$ cat src/rtl/frame_rx_pkg.sv
// Shared constants, frame-buffer types and the row one-hot decoder for the
// LED-matrix serial link receiver.
package frame_rx_pkg;

  localparam int WORD_W = 16;
  localparam int ROWS   = 6;
  localparam int COLS   = 8;
  localparam int DENS_W = 2;
  localparam int PASSES = 4;

  typedef logic [DENS_W-1:0] density_t;
  typedef density_t [ROWS-1:0][COLS-1:0] fb_t;

  typedef struct packed {
    logic       valid;  // exactly one bit set
    logic       multi;  // two or more bits set
    logic [2:0] idx;    // lowest set bit, 0 when none
  } onehot_idx_t;

  function automatic onehot_idx_t onehot_to_idx(input logic [ROWS-1:0] v);
    onehot_idx_t r;
    logic [2:0]  cnt;
    r   = '0;
    cnt = '0;
    for (int i = ROWS - 1; i >= 0; i--) begin
      if (v[i]) begin
        r.idx = 3'(i);
        cnt   = cnt + 3'd1;
      end
    end
    r.valid = (cnt == 3'd1);
    r.multi = (cnt >= 3'd2);
    return r;
  endfunction

endpackage

$ cat src/rtl/serial_frame_receiver_sclk_sync.sv
// Brings sclk/serial_data into the clk domain and flags each sclk falling
// edge with a registered pulse and the data bit aligned to it.
module sclk_sync_edge (
  input  logic clk,
  input  logic rst,
  input  logic sclk,
  input  logic serial_data,
  output logic fall,
  output logic data_s
);

  logic sclk_s1, sclk_s2, sclk_s3;
  logic data_s1, data_s2;

  // NOTE: every flop here is assigned with <= so all stages sample the
  // pre-edge values; blocking assignments would collapse the chain.
  always_ff @(posedge clk) begin
    if (rst) begin
      sclk_s1 <= 1'b0;
      sclk_s2 <= 1'b0;
      sclk_s3 <= 1'b0;
      data_s1 <= 1'b0;
      data_s2 <= 1'b0;
      fall    <= 1'b0;
      data_s  <= 1'b0;
    end else begin
      sclk_s1 <= sclk;
      sclk_s2 <= sclk_s1;
      sclk_s3 <= sclk_s2;
      data_s1 <= serial_data;
      data_s2 <= data_s1;
      fall    <= sclk_s3 & ~sclk_s2;
      data_s  <= data_s2;
    end
  end

endmodule

$ cat src/rtl/serial_frame_receiver.sv
// Deserializes the scanner's 16-bit word stream and decodes row/column bits.
// Define DENSITY_DECODE_EN to also rebuild the 6x8 2-bit frame buffer.
module serial_frame_receiver
  import frame_rx_pkg::*;
#(
  parameter int IDLE_TIMEOUT = 1000
) (
  input  logic              clk,
  input  logic              rst,
  input  logic              sclk,
  input  logic              serial_data,
  output logic [WORD_W-1:0] word,
  output logic              word_valid,
  output logic [2:0]        row_sel,
  output logic              row_active,
  output logic              fmt_err,
  output logic              resync
`ifdef DENSITY_DECODE_EN
  ,
  output fb_t               fb,
  output logic              frame_valid
`endif
);

  localparam int                IDLE_W    = $clog2(IDLE_TIMEOUT + 1);
  localparam logic [IDLE_W-1:0] IDLE_MAX  = IDLE_W'(IDLE_TIMEOUT);
  localparam logic [IDLE_W-1:0] IDLE_LAST = IDLE_W'(IDLE_TIMEOUT - 1);

  logic              fall, data_s;
  logic [WORD_W-1:0] shreg, shreg_next;
  logic [3:0]        bit_cnt;
  logic [4:0]        word_idx;
  logic [IDLE_W-1:0] idle_cnt;
  logic              word_done, timeout;
  onehot_idx_t       row_dec;

  sclk_sync_edge u_sync (
    .clk         (clk),
    .rst         (rst),
    .sclk        (sclk),
    .serial_data (serial_data),
    .fall        (fall),
    .data_s      (data_s)
  );

  always_comb begin
    shreg_next = {data_s, shreg[WORD_W-1:1]};
    word_done  = fall && (bit_cnt == 4'd15);
    // A falling edge in the same cycle keeps the link alive, so it wins.
    timeout    = !fall && (idle_cnt == IDLE_LAST);
    row_dec    = onehot_to_idx(shreg_next[13:8]);
  end

  always_ff @(posedge clk) begin
    if (rst) begin
      shreg      <= '0;
      bit_cnt    <= '0;
      word_idx   <= '0;
      idle_cnt   <= '0;
      word       <= '0;
      word_valid <= 1'b0;
      row_sel    <= '0;
      row_active <= 1'b0;
      fmt_err    <= 1'b0;
      resync     <= 1'b0;
    end else begin
      word_valid <= 1'b0;
      fmt_err    <= 1'b0;
      resync     <= 1'b0;

      if (fall)                     idle_cnt <= '0;
      else if (idle_cnt != IDLE_MAX) idle_cnt <= idle_cnt + IDLE_W'(1);

      if (fall) begin
        shreg   <= shreg_next;
        bit_cnt <= bit_cnt + 4'd1;  // wraps 15 -> 0 on word completion
        if (word_done) begin
          word       <= shreg_next;
          word_valid <= 1'b1;
          row_sel    <= row_dec.idx;
          row_active <= row_dec.valid;
          fmt_err    <= row_dec.multi || (|shreg_next[15:14]);
          word_idx   <= word_idx + 5'd1;
        end
      end else if (timeout) begin
        resync   <= 1'b1;
        bit_cnt  <= '0;
        word_idx <= '0;
        shreg    <= '0;
      end
    end
  end

`ifdef DENSITY_DECODE_EN
  fb_t  acc, acc_next;
  logic frame_end;

  // NOTE: acc_next gets a full default before any conditional update so the
  // block stays purely combinational with no inferred latch.
  always_comb begin
    acc_next  = acc;
    frame_end = word_done && (word_idx == 5'd31);
    if (frame_end) acc_next = '0;
    if (word_done && row_dec.valid) begin
      for (int r = 0; r < ROWS; r++) begin
        for (int c = 0; c < COLS; c++) begin
          if (row_dec.idx == 3'(r) && shreg_next[c] && acc_next[r][c] != '1)
            acc_next[r][c] = acc_next[r][c] + density_t'(1);
        end
      end
    end
    if (timeout) acc_next = '0;
  end

  always_ff @(posedge clk) begin
    if (rst) begin
      acc         <= '0;
      fb          <= '0;
      frame_valid <= 1'b0;
    end else begin
      acc         <= acc_next;
      frame_valid <= frame_end;
      if (frame_end) fb <= acc;
    end
  end
`endif

endmodule
$ cat config.mk
export PLATFORM = sky130hd
export DESIGN_NAME = serial_frame_receiver
export DESIGN_NICKNAME = d
export VERILOG_FILES = /design/src/rtl/frame_rx_pkg.sv /design/src/rtl/serial_frame_receiver_sclk_sync.sv /design/src/rtl/serial_frame_receiver.sv
export SDC_FILE = /design/constraint.sdc
export NUM_CORES = 1
export LEC_CHECK = 0
export BUFFER_PORTS_ARGS = -buffer_cell sky130_fd_sc_hd__buf_2
export CAP_MARGIN = 5
export CORE_MARGIN = 5
export CORE_UTILIZATION = 30
export CTS_CLUSTER_DIAMETER = 40
export DETAILED_ROUTE_END_ITERATION = 10
export HOLD_SLACK_MARGIN = 0.15
export PLACE_DENSITY = 0.52
export SLEW_MARGIN = 20
export SYNTH_ARGS = -nofsm -noshare
export SYNTH_HDL_FRONTEND = slang
export SYNTH_SLANG_ARGS = --single-unit
$ cat constraint.sdc
create_clock -name clk -period 5.36 [get_ports clk]
set_input_delay 1.34 -clock clk [delete_from_list [all_inputs] [get_ports clk]]
set_output_delay 1.34 -clock clk [all_outputs]
set_load 0.005 [all_outputs]
# Yosys cells after proc, flatten, opt, wreduce, memory -nomap -nowiden
# Index checks and enable logic that the tools add are counted.
# Widths: inputs -> output; s select.
[op_classes]
add_sub_neg = 7
n_lt_le_gt_ge = 1
n_eq_ne = 4
muxes = 18
bitwise_logic = 4
n_reduce_logical = 10
[ops]
columns = ["op", "n"]
rows = [
  ["$mux 3", 11],
  ["$mux 16", 2],
  ["$add 3x1->3 const B", 5],
  ["$add 10x1->10 const B", 1],
  ["$eq 10x10->1 const B", 1],
  ["$ne 10x10->1 const B", 1],
  ["$mux 4", 2],
  ["$reduce_or 2->1", 3],
  ["$add 4x1->4 const B", 1],
  ["$eq 4x4->1 const B", 1],
  ["$eq 3x1->1 const B", 1],
  ["$ge 3x2->1 const B", 1],
  ["$mux 1", 3],
  ["$not 1->1", 3],
  ["$reduce_or 3->1", 1],
  ["$logic_and 1x1->1", 2],
  ["$reduce_and 2->1", 1],
  ["$reduce_bool 2->1", 1],
  ["$and 1x1->1", 1],
  ["$logic_not 1->1", 1],
  ["$logic_or 1x1->1", 1],
]
[totals]
register_bits = 60
inputBits = 4
output_inout_bits = 23
elab_cells = 60

# Depth between registers and ports, before layout
[logic_depth]
ltp_word = 13
ltp_mapped = 13
ltp_nobuf = 13

# Cells and area by module
# Synthesis repeated with hierarchy kept, for this count alone.
[hier_totals]
cells_unflattened = 273
area_unflattened_um2 = 2427.3
[by_module_without_submodules]
columns = ["module", "instances", "cells_per_inst", "area_per_inst_um2", "seq_area_each_um2"]
rows = [
  ["serial_frame_receiver", 1, 259, 2237.1, 1041.0],
  ["sclk_sync_edge", 1, 14, 190.2, 140.1],
]

# Least setup slack after synthesis
# No wires, ideal clock.
[synth_path]
path_kind = "register to register"
from = "register shreg[13]"
to = "register fmt_err"
arrival_ns = 2.518
required_ns = 5.235
setup_slack_ns = 2.717
stages_incl_launch_ff = 12
path_buffers = 0
synth_period_minus_slack_ns = 2.643
cell_sequence = "dfxtp_1 -> inv_1 -> ha_1 -> xnor2_1 -> xnor2_1 -> ha_1 -> nor2b_1 -> nor2_1 -> ha_1 -> o21ai_0 -> mux2i_1 -> o41a_1"
[synth_between]
elab_chain_len = 11
[synth_lines]
columns = ["item", "line", "rtl"]
rows = [
  ["from (decl)", "serial_frame_receiver.sv:30", "logic [WORD_W-1:0] shreg, shreg_next;"],
  ["from (signal assigned)", "serial_frame_receiver.sv:75", "shreg <= shreg_next;"],
  ["$mux 3 (*)", "frame_rx_pkg.sv:26", "if (v[i]) begin"],
  ["$add 3x1->3", "frame_rx_pkg.sv:28", "cnt = cnt + 3'd1;"],
  ["$mux 3 (*)", "frame_rx_pkg.sv:26", ""],
  ["$add 3x1->3", "frame_rx_pkg.sv:28", ""],
  ["$mux 3 (*)", "frame_rx_pkg.sv:26", ""],
  ["$add 3x1->3", "frame_rx_pkg.sv:28", ""],
  ["$mux 3 (*)", "frame_rx_pkg.sv:26", ""],
  ["$add 3x1->3", "frame_rx_pkg.sv:28", ""],
  ["$mux 3 (*)", "frame_rx_pkg.sv:26", ""],
  ["$ge 3x2->1 (*)", "frame_rx_pkg.sv:32", "r.multi = (cnt >= 3'd2);"],
  ["$logic_or 1x1->1 (*)", "serial_frame_receiver.sv:82", "fmt_err <= row_dec.multi || (|shreg_next[15:14]);"],
  ["to (signal assigned)", "serial_frame_receiver.sv:82", ""],
  ["to (decl)", "serial_frame_receiver.sv:16", "output logic fmt_err,"],
]
# Mark *: on every way between the ends. The rest lies on a longest branch, timed or not.
# A chain may end at the register's enable or synchronous reset.

# Worst setup path after layout
[layout_path]
from = "register shreg[14]"
to = "register fmt_err"
[layout_between]
elab_chain_len = 13
[layout_lines]
columns = ["item", "line"]
rows = [
  ["$mux 1 (*)", "frame_rx_pkg.sv:26"],
  ["$add 3x1->3", "frame_rx_pkg.sv:28"],
  ["$mux 3 (*)", "frame_rx_pkg.sv:26"],
  ["$add 3x1->3", "frame_rx_pkg.sv:28"],
  ["$mux 3 (*)", "frame_rx_pkg.sv:26"],
  ["$add 3x1->3", "frame_rx_pkg.sv:28"],
  ["$mux 3 (*)", "frame_rx_pkg.sv:26"],
  ["$add 3x1->3", "frame_rx_pkg.sv:28"],
  ["$mux 3 (*)", "frame_rx_pkg.sv:26"],
  ["$add 3x1->3", "frame_rx_pkg.sv:28"],
  ["$mux 3 (*)", "frame_rx_pkg.sv:26"],
  ["$ge 3x2->1 (*)", "frame_rx_pkg.sv:32"],
  ["$logic_or 1x1->1 (*)", "serial_frame_receiver.sv:82"],
]
# Marks and branches as above.

==> results by group <==
Job
  • Maximum Capacitance Violations: 0

Routing
  • Highest routing layer actually used: met4
  • Via/cell ratio: 4.62
  • Met2 wire len: 2.18 mm
  • Final antenna-violating net count: 0
  • Total DRC errors in the routed layout: 0
  • Detailed-routed wire length on met3: between 150 and 200 um
  • Average wire length per cell after detail routing: between 10 and 15 um
  • Violation count after the first detailed-route iteration: between 80 and 90
  • Met1 WL: 2.46 mm
  • Total wirelength of the detailed-routed design: between 4 and 5 mm
  • DRT Pass-1 Iters: 4
  • Total vias in the final route: about 1900

Worst hold path
  • Path class of the lowest-slack min-delay path: flop to flop
  • Hold path startpoint: u_sync.sclk_s2

Worst setup path
  • CP Data Arrival Time: 3070 ps
  • Dominant cell type by count on the critical path: ha_1
  • Setup crit end kind: flop
  • Timing startpoint of the critical path: shreg[14]
  • Slowest cell on crit path: dfxtp_1
  • Critical path startpoint category: flop
  • Maximum fanout along the worst path: 7
  • Critical path class: flop to flop
  • Cells along the critical path: inv_1 > ha_1 > xnor2_1 > xnor2_1 > ha_1 > nor2b_1 > nor2_1 > ha_1 > o21ai_0 > mux2i_1 > o41a_1
  • Largest stage delay on the critical path: between 400 and 500 ps
  • CP Data Required Time: around 5600 ps
  • Launch point of the worst reg-to-reg path: shreg[14]

Synth
  • Fraction of synthesized cell area taken by the top area cell type: 0.487
  • Commonest cells in the netlist: dfxtp_1 (59), nand2_1 (42), nor2_1 (38), a21oi_1 (23), a22oi_1 (16)
  • Top_reg_cell synth: dfxtp_1
  • Yosys top cell by area: dfxtp_1
  • Yosys Warn Count: 0
  • Share of synthesized area occupied by flip-flops and latches: 0.487
  • Number of synthesized flops with an enable pin: 0
  • Most frequently used cell type in the post-synthesis netlist: dfxtp_1
  • Post-synth net total: roughly 290
  • Distinct cells, synth: 38
  • Ys async rst share: 0
  • Mapped Avg Cell Area: 8.85 sq um
  • Cell types occupying the most area after synthesis: dfxtp_1 (49%), nand2_1 (6.5%), nor2_1 (5.9%)
  • Flip-flop and latch count after synthesis: 59
  • Cell area after technology mapping: approximately 0.0024 sq mm
  • Gate Count Post-Synth: ~270

Power
  • Final total power: a little under 900 uW
  • Worst vdd rail ir drop: approximately 0.12 mV
  • Pwr dens: around 310 mW/mm^2
  • Leakage component of the power: 0.00111 uW

Die
  • Top Ports: 27
  • Number of placement rows: 32
  • Overall die width: 99.9 um
  • Die Area: 0.00999 sq mm
  • Area of the placeable core: between 0.007 and 0.008 sq mm
  • Starting density of the core: 0.311
  • Die height: 99.9 um

GRT
  • Wire length of the first global-routing pass: 8.20 mm
  • Largest net degree at the start of global routing: 49
  • Antenna violations before repair: 0
  • Global router's overall resource usage: 0.102
  • GRT overflow: 0
  • Number of global-route vias before repair: 1690

Clock tree
  • H-tree levels: 3
  • Source-to-sink clock delay at the later pin of the worst-skew pair: between 300 and 400 ps
  • Clock edge transition at the registers on the reported setup and hold paths: 70 ps
  • Count of buffers added by post-CTS timing repair for setup: 0
  • Inserted Clock Buffers: 9
  • Number of clock sinks seen by CTS: 59
  • Resized Gates After CTS: 0
  • Max Buffers Root-to-Sink: 2
  • Clock tree root driver cell: clkbuf_8
  • TritonCTS clock tree: built
  • CTS hold repair buffers: 0

STA
  • Worst setup slack after layout: between 2000 and 3000 ps
  • Sum of negative setup slack: 0 ps
  • Transition time at the pin with the least slew margin: between 800 and 900 ps
  • Maximum frequency from static timing analysis: 350 MHz
  • Max Transition Viols Final: 0
  • Min Clock Period, post-route: approximately 2900 ps
  • Final number of setup-violating endpoints: 0
  • Setup repair after global routing missed its margin: no
  • Crit share post-route: 0.533
  • Hold violation total from the final report: 0
  • Clock skew after layout: ~5.6 ps
  • Worst slew slack as a fraction of its limit: 0.426

Layout
  • Area added between synthesis and finish: 16.7%
  • Cell area after layout: about 0.0028 sq mm
  • Final antenna diode count: 0
  • Fill cell instance count of the final layout: a little over 800
  • Final #Nets: 308
  • Util after Layout: 0.363
  • Fraction of final layout cells with drive strength greater than 1: 0.157

Placement
  • Cell area reported after detailed placement: between 0.002 and 0.003 sq mm
  • Buffers on Ports: 26
  • Weighted congestion reported at the end of routability-driven placement: 0.852
  • Placement-stage worst setup slack: roughly 2500 ps
  • Total half-perimeter wirelength after legalization and detailed placement: around 3.1 mm

Run status
  • Run status: completed
sequential cells by signal, indices dropped and copies added (netlist names), 3 cells and up:
signal	count
bit_cnt	4
shreg	15
idle_cnt	10
row_sel	3
word	16
worst max-delay path, delay by kind of cell (launching register included):
kind / cells / cell delay (ps)
xor gates and xnor gates: 2 / 420
DFF: 1 / 460
muxes: 1 / 120
buffers and inverters: 1 / 100
AOI/OAI and AO/OA: 2 / 510
adders and majority gates: 3 / 920
and+or+nand+nor: 2 / 210
stage by stage:
stage                     hold WS (ps)  instances
final                              411        401
after floorplan                    388        274
after detailed placement           412        384
after CTS                          419        400
after global routing               420        401
after global placement             412        384
worst paths after layout:
kind / end / slack [ps] / cells past startpoint
hold / removal: u_sync.fall / 410 / 1
hold reg to reg: u_sync.fall / 410 / 1
setup reg to reg: fmt_err / 2500 / 11
setup / recovery: fmt_err / 2500 / 11
per-layer routing:
metal | global-route usage | vias up
met5 | 0 | -
met4 | 0.0693 | 0
met3 | 0.0188 | 10
met2 | 0.151 | 34
met1 | 0.135 | 846
li1 | - | 963
power breakdown:
part,internal [uW],leakage (uW),switching (uW)
Combinational,5.72,0.000522,10.8
Clock,251,0.000108,173
Sequential,442,0.000477,3.48
Total,699,0.00111,188
final cells by class:
cell class,count,area (sq um),area share
sequential,59,1180,0.417
multi-input combinational,192,1140,0.405
clock buffer,12,165,0.0584
inverter,5,18.8,0.00663
tap,102,128,0.0451
timing repair buffer,27,145,0.0513
clock inverter,4,47.5,0.0168
kinds of logic after synthesis:
logic type	synth area share
xor gates and xnor gates	0.0562
and+or+nand+nor	0.216
AOI/OAI and AO/OA	0.132
adders and majority gates	0.0516
muxes	0.0165
buffers and inverters	0.0413
DFF	0.487
cell usage in the layout (no fill, tap or decap), drive strengths merged, types with 2 or more instances in the layout:
master / Yosys / final
clkbuf: 14 / 12
and2: 2 / 2
ha: 10 / 10
a22oi: 16 / 16
nor2: 38 / 38
a211oi: 2 / 2
nand2: 42 / 42
inv: 5 / 5
clkinv: 0 / 2
nor3: 6 / 6
nand2b: 3 / 3
xnor2: 8 / 8
nor2b: 8 / 8
buf: 4 / 27
and4: 2 / 2
a21oi: 23 / 23
or2: 2 / 2
dfxtp: 59 / 59
nand3: 4 / 4
mux2i: 4 / 4
xor2: 5 / 5
o21ba: 2 / 2
nand4: 2 / 2
No activity file was read; power rests on OpenSTA's default activity.
